File: src/rtl/ow_slave_phy.sv
// rtl/ow_slave_phy.sv - 1-Wire slave bit-level front end: reset/presence handling, slot decode, read-0 drive
module ow_slave_phy #(
    parameter int CNT_W     = 10,
    parameter int RST_MIN   = 480,
    parameter int PD_WAIT   = 30,
    parameter int PD_LEN    = 120,
    parameter int SAMPLE_PT = 30,
    parameter int RD_HOLD   = 30,
    parameter int SLOT_MIN  = 60
) (
    input  logic CLK,
    input  logic RST,
    input  logic OW_IN,
    output logic OW_OE,
    output logic IOX_RSTZ,
    output logic CLK_MEM,
    output logic IOX_WRDATA,
    input  logic IOX_RDDATA,
    input  logic IOX_READZ,
    input  logic END_1WIRE
);

    localparam logic [CNT_W-1:0] CNT_MAX     = '1;
    localparam logic [CNT_W-1:0] RST_LAST    = CNT_W'(RST_MIN - 1);
    localparam logic [CNT_W-1:0] PD_DLY_LAST = CNT_W'(PD_WAIT - 1);
    localparam logic [CNT_W-1:0] PD_DRV_LAST = CNT_W'(PD_LEN - 1);
    localparam logic [CNT_W-1:0] SAMPLE_AT   = CNT_W'(SAMPLE_PT);
    localparam logic [CNT_W-1:0] RISE_AT     = CNT_W'(SAMPLE_PT + 1);
    localparam logic [CNT_W-1:0] HOLD_END    = CNT_W'(RD_HOLD);
    localparam logic [CNT_W-1:0] SLOT_END    =
        CNT_W'((SLOT_MIN > SAMPLE_PT + 2) ? SLOT_MIN : SAMPLE_PT + 2);

    typedef enum logic [2:0] {
        IDLE, RST_DET, PD_DLY, PD_DRV, PD_REC, SLOT_WAIT, SLOT_ACT
    } state_t;

    state_t           state, state_nxt;
    logic [1:0]       sync_q;
    logic             line, line_d;
    logic [CNT_W-1:0] low_cnt, low_nxt;
    logic [CNT_W-1:0] cnt, cnt_nxt, cnt_inc;
    logic             oe_nxt, rstz_nxt, clk_nxt, wr_nxt;
    logic             rst_hit, fall;

    assign line    = sync_q[1];
    assign fall    = line_d & ~line & ~OW_OE;
    assign cnt_inc = (cnt == CNT_MAX) ? cnt : cnt + 1'b1;
    // Our own pulls hold the low counter so presence/read-0 never look like a master reset
    assign rst_hit = ~line & ~OW_OE & (low_cnt == RST_LAST);

    always_comb begin
        low_nxt = low_cnt;
        if (line)
            low_nxt = '0;
        else if (!OW_OE && low_cnt != CNT_MAX)
            low_nxt = low_cnt + 1'b1;
    end

    always_ff @(posedge CLK) begin
        if (RST) begin
            sync_q  <= 2'b11;
            line_d  <= 1'b1;
            low_cnt <= '0;
        end else begin
            sync_q  <= {sync_q[0], OW_IN};
            line_d  <= line;
            low_cnt <= low_nxt;
        end
    end

    always_ff @(posedge CLK) begin
        if (RST) begin
            state      <= IDLE;
            cnt        <= '0;
            OW_OE      <= 1'b0;
            IOX_RSTZ   <= 1'b0;
            CLK_MEM    <= 1'b0;
            IOX_WRDATA <= 1'b1;
        end else begin
            state      <= state_nxt;
            cnt        <= cnt_nxt;
            OW_OE      <= oe_nxt;
            IOX_RSTZ   <= rstz_nxt;
            CLK_MEM    <= clk_nxt;
            IOX_WRDATA <= wr_nxt;
        end
    end

    always_comb begin
        state_nxt = state;
        cnt_nxt   = cnt;
        oe_nxt    = OW_OE;
        rstz_nxt  = IOX_RSTZ;
        clk_nxt   = CLK_MEM;
        wr_nxt    = IOX_WRDATA;
        if (rst_hit) begin
            state_nxt = RST_DET;
            cnt_nxt   = '0;
            oe_nxt    = 1'b0;
            rstz_nxt  = 1'b0;
            clk_nxt   = 1'b0;
        end else begin
            case (state)
                IDLE: ;
                RST_DET: begin
                    cnt_nxt = '0;
                    if (line)
                        state_nxt = PD_DLY;
                end
                PD_DLY: begin
                    if (cnt == PD_DLY_LAST) begin
                        state_nxt = PD_DRV;
                        cnt_nxt   = '0;
                        oe_nxt    = 1'b1;
                    end else begin
                        cnt_nxt = cnt_inc;
                    end
                end
                PD_DRV: begin
                    if (cnt == PD_DRV_LAST) begin
                        state_nxt = PD_REC;
                        cnt_nxt   = '0;
                        oe_nxt    = 1'b0;
                    end else begin
                        cnt_nxt = cnt_inc;
                    end
                end
                PD_REC: begin
                    if (line) begin
                        rstz_nxt  = 1'b1;
                        state_nxt = SLOT_WAIT;
                    end
                end
                SLOT_WAIT: begin
                    if (fall && !END_1WIRE) begin
                        state_nxt = SLOT_ACT;
                        cnt_nxt   = {{(CNT_W-1){1'b0}}, 1'b1};
                        oe_nxt    = ~IOX_READZ & ~IOX_RDDATA;
                    end
                end
                SLOT_ACT: begin
                    cnt_nxt = cnt_inc;
                    if (OW_OE && cnt == HOLD_END)
                        oe_nxt = 1'b0;
                    if (cnt == SAMPLE_AT)
                        wr_nxt = line;
                    if (cnt == RISE_AT)
                        clk_nxt = 1'b1;
                    // A line still held low keeps CLK_MEM high until it rises or becomes a reset
                    if (line && cnt >= SLOT_END) begin
                        clk_nxt   = 1'b0;
                        state_nxt = SLOT_WAIT;
                    end
                end
                default: state_nxt = IDLE;
            endcase
        end
    end

endmodule

File: config.mk
export PLATFORM = sky130hd
export DESIGN_NAME = ow_slave_phy
export DESIGN_NICKNAME = d
export VERILOG_FILES = /design/src/rtl/ow_slave_phy.sv
export SDC_FILE = /design/constraint.sdc
export NUM_CORES = 1
export LEC_CHECK = 0
export CAP_MARGIN = 25
export CORE_UTILIZATION = 60
export CTS_BUF_LIST = sky130_fd_sc_hd__clkbuf_4
export DETAILED_ROUTE_END_ITERATION = 12
export PLACE_DENSITY = 0.8
export RECOVER_POWER = 50
export SLEW_MARGIN = 0
export SYNTH_ARGS = -nofsm -noshare
export SYNTH_HDL_FRONTEND = slang
export SYNTH_SLANG_ARGS = --single-unit
File: constraint.sdc
create_clock -name CLK -period 2.4 [get_ports CLK]
set_clock_uncertainty 0.1 [all_clocks]
set_input_delay 0.48 -clock CLK [delete_from_list [all_inputs] [get_ports CLK]]
set_output_delay 0.48 -clock CLK [all_outputs]
set_load 0.01 [all_outputs]
* Word level (Yosys, flattened, before mapping)
Cells that the tools add are included.
** Operators by class
- Add/sub/neg operators :: 2
- $lt $le $gt $ge :: 1
- Eq/ne operators :: 27
- Mux-type cells :: 20
- Bitwise logic cells :: 11
- Reduce and logical (&&, ||, !) cells :: 19
** Operator list (number)
- one-hot mux 10 bit (5 select lines) :: 1
- two-way mux 10 bit :: 4
- == test 10 x 5 -> 1 bit (second input constant) :: 3
- one-hot mux 3 bit (7 select lines) :: 1
- adder 10 x 1 -> 10 bit (second input constant) :: 2
- two-way mux 3 bit :: 6
- != test 3 bit (second input constant) :: 6
- != test 2 bit (second input constant) :: 8
- AND reduction 7 bit :: 2
- == test 10 bit (second input constant) :: 1
- == test 10 x 7 -> 1 bit (second input constant) :: 1
- == test 10 x 9 -> 1 bit (second input constant) :: 1
- greater-or-equal comparator 10 x 6 -> 1 bit (second input constant) :: 1
- != test 10 bit (second input constant) :: 1
- == test 3 bit (second input constant) :: 3
- two-way mux 1 bit :: 7
- == test 3 x 2 -> 1 bit (second input constant) :: 2
- inverter 1 bit :: 6
- AND reduction 2 bit :: 3
- AND 1 bit :: 5
- AND reduction 5 bit :: 1
- nonzero test 5 bit :: 1
- logical AND 1 bit :: 4
- one-hot mux 1 bit (4 select lines) :: 1
- other kinds (7) :: 9
** Storage, ports and cells
- Bits in registers :: 30
- Input port bits :: 6
- Output and inout port bits :: 4
- Word-level logic and storage cells :: 90

* Depth between registers and ports, before layout
- Depth after elaboration :: 7
- Gate-level depth with buffers :: 7
- Gate-level depth less buffers :: 7

* Worst setup path before layout
Ideal clock, no wire load.
- Path kind :: register to register
- Start :: register cnt[8]
- End :: register OW_OE
- Setup time :: 0.070 ns
- Arrival :: 1.835 ns
- Required time :: 2.230 ns
- Path slack :: 0.395 ns
- Cell stages (with the launch flop) :: 6
- Path buffers :: 0
- Cells stage by stage :: dfxtp_1 or4_4 nor2_1 a41oi_1 or4b_1 a21oi_1
** Between the ends
- Word-level cells in the longest chain between the ends :: 4
- Elaborated cells between the ends (all ways) :: 8
** Ends and longest elaborated chain
- from (decl) :: RTL line 41 : logic [CNT_W-1:0] cnt, cnt_nxt, cnt_inc;
- from (signal assigned) :: RTL line 81 : cnt <= cnt_nxt;
- == test 10 x 5 -> 1 bit :: RTL line 143 : if (OW_OE && cnt == HOLD_END)
- logical AND 1 bit :: RTL line 143
- != test 2 bit (no source line)
- AND reduction 5 bit (no source line) *
- to (signal assigned) :: RTL line 82 : OW_OE <= oe_nxt;
- to (decl) :: RTL line 14 : output logic OW_OE,
Mark *: on every way between the ends. The rest lies on a longest branch, timed or not.
A chain may end at the register's enable or synchronous reset.

* Worst setup path in the final report
- Start :: register cnt[8]
- End :: register cnt[8]
** Between the ends
- Word-level cells in the longest chain between the ends :: 4
- Elaborated cells between the ends (all ways) :: 8
** Ends and longest elaborated chain
- adder 10 x 1 -> 10 bit / == test 10 bit (equally long branches) :: RTL line 47 : assign cnt_inc = (cnt == CNT_MAX) ? cnt : cnt + 1'b1;
- two-way mux 10 bit :: RTL line 47
- two-way mux 10 bit, on equally long branches :: RTL line 120, 111
- one-hot mux 10 bit (5 select lines) * :: RTL line 103 : case (state)
Marks and branches as above.

==> results.cfg <==
[synth]
ys_ff_latch = 30
synth_nets = 211
yosys_most_used_dff = dfxtp_1
yosys_warnings = 0
synth-seq-area-share = 0.363
syn_inst = 200
netlist_top_cells_count = dfxtp_1, nor2_1, nand2_1, clkbuf_1, nand3_1
synth_area_mm2 = 0.00166
synth_edf_count = 0
synth_area_leaders = dfxtp_1, nor2_1, xnor2_1
ys_async_sr_fraction = 0
synth.most_common_cell = dfxtp_1
ys_types = 47
yosysTopAreaCellShare = 0.363
syn_area_per_cell_um2 = 8.28
synth_top_cell_by_area = dfxtp_1

[clock_network]
cts_setup_buffers = 0
cts_tree = yes
cts_buffers = 5
htree_levels = 2
cts_resized = 0
clk_path_buf_depth = 2
root_buffer = clkbuf_4
clkTransAtPathRegs_ps = 100
hold_buffers = 0
clkLatencyLatePin_ps = 340
cts.sinks = 30

[setup_path]
crit_arrival_ps = 2340
reg2reg_slack_ps = 190
required_ps = 2530
critPathKind = reg -> reg
cp-start-kind = flop
cp_max_fo = 6
worst-r2r-cell-count = 6
crit_path_end_kind = flop

[floorplanning]
die-area_mm2 = 0.00297
die_h_um = 54.5
io_pins = 10
initial_core_util = 0.650
die_w_um = 54.5
rows = 18
core_area_mm2 = 0.00254

[drt]
via_per_inst = 6.19
wirelength_um = 3620
first_pass_iters = 4
drt-initial-drc-count = 56
wl_per_cell_um = 15.0
remaining_drc_errors = 0
num_vias = 1497
antenna_left = 0

[sta]
setup_viol = 0
finalSetupTns_ps = 0
rsz0062_at_grt = no
report.final.slew_viol_count = 0
layout_setup_ws_ps = 189
hold_viol = 0
max_slew_margin = 0.572
fin_crit_ps = 2210
fmax_mhz = 452
tightest_slew_ps = 637
timing.final.crit_share = 0.921

[placed_design]
io_buffers = 9
placed_area_mm2 = 0.00177
gp_congestion = 0.929
dp_hpwl_um = 2640
dp_slack_ps = 127

[finish]
final_core_util = 0.723
design_area_mm2 = 0.00184
antenna_cells = 0
fin_nets = 222
drive_above_1_share = 0.104
syn_to_final_growth_pct = 11.1

[worst_hold_path]
hold_depth = 1
hp-class = reg -> reg

[power]
power.total_mw = 0.830
power.density_mw_per_mm2 = 451
leakage_nw = 0.652
vdd_ir_drop_max_mv = 0.458

[global_route]
grt_usage = 0.274
grt_max_degree = 17
grt_pass1_vias = 1289
grt_remaining_overflow = 0
antenna_found_initial = 0
grt_pass1_wl_um = 5710

[run_status]
outcome = finished clean

[flow_run]
maxCapViolations = 0
==> cell type report <==
type                    instances  area, um^2
multi-input cells             151         982
clock inverters                 3        16.3
fillers                       213         706
well taps                      30        37.5
inverters                       8        30.0
flip-flops and latches         30         601
repair buffers                 15         135
clock buffers                   5        37.5
==> flip-flops by register name, indices dropped and copies added, names as in the netlist <==
| register | count |
|---|---|
| IOX_WRDATA | 1 |
| state | 3 |
| IOX_RSTZ | 1 |
| sync_q | 2 |
| low_cnt | 10 |
| cnt | 10 |
| line_d | 1 |
| OW_OE | 1 |
| CLK_MEM | 1 |
==> cells by family (layout without fill, tap and decap cells) <==
| logic type | Yosys count | in the layout | share of synthesized area |
|---|---|---|---|
| AND/OR/NAND/NOR | 88 | 88 | 0.292 |
| AO/OA/AOI/OAI | 40 | 40 | 0.166 |
| multiplexers | 2 | 2 | 0.0128 |
| buffers and inverters | 19 | 31 | 0.0438 |
| flip-flops | 30 | 30 | 0.363 |
| XOR/XNOR | 16 | 16 | 0.0847 |
| adder cells (fa/ha/maj) | 5 | 5 | 0.0378 |
==> final timing paths <==
kind	startpoint	to
setup / recovery	cnt[8]	cnt[8]
setup reg to reg	cnt[8]	cnt[8]
hold / removal	sync_q[0]	sync_q[1]
hold reg to reg	sync_q[0]	sync_q[1]
==> worst max-delay path, cell delays in order, from the launching register on <==
cell	delay, ps
dfxtp_1	370
or4_4	590
o41ai_1	400
o21ai_0	230
o21bai_2	210
buf_4	160
a21oi_1	40
==> per-stage QoR <==
step           hold WS [ps]  std cells
4_1_cts                 343        240
3_3_place_gp            301        232
2_1_floorplan           289        200
5_1_grt                 348        242
6_report                340        242
3_5_place_dp            314        232
==> layer usage <==
| metal | part of all wire | up-vias | global-route usage |
|---|---|---|---|
| met2 | 0.47 | 47 | 0.431 |
| met3 | 0.060 | 9 | 0.0917 |
| met5 | 0 | - | 0 |
| met1 | 0.45 | 698 | 0.344 |
| met4 | 0.017 | 0 | 0.107 |
| li1 | - | 743 | - |
==> layout by cell type, fill, tap and decap left out, drive strengths merged, types with 2 or more instances in the layout <==
cell | synthesis | final
dlygate4sd3 | 0 | 4
xor2 | 8 | 8
a21oi | 8 | 8
dfxtp | 30 | 30
a311oi | 3 | 3
nor3 | 10 | 10
nor2b | 3 | 3
or4 | 2 | 2
nor2 | 21 | 21
nand2 | 14 | 14
nor3b | 3 | 3
xnor2 | 8 | 8
a211oi | 2 | 2
or2 | 4 | 4
and3 | 6 | 6
o31ai | 3 | 3
nand3 | 10 | 10
inv | 8 | 8
clkinv | 0 | 2
clkdlybuf4s50 | 0 | 5
clkbuf | 10 | 5
nor4b | 2 | 2
and4 | 2 | 2
buf | 1 | 6
ha | 5 | 5
a41oi | 2 | 2
o21ai | 7 | 7
or3 | 3 | 3
a31oi | 5 | 5
nand4 | 3 | 3
==> where the power goes <==
group,leakage (nW),switching (mW),internal (mW),total (mW)
Combinational,0.381,0.0114,0.0145,0.0259
Sequential,0.242,0.00257,0.500,0.503
Clock,0.0286,0.192,0.109,0.301
Note: power is estimated with default switching activity, not from simulation.
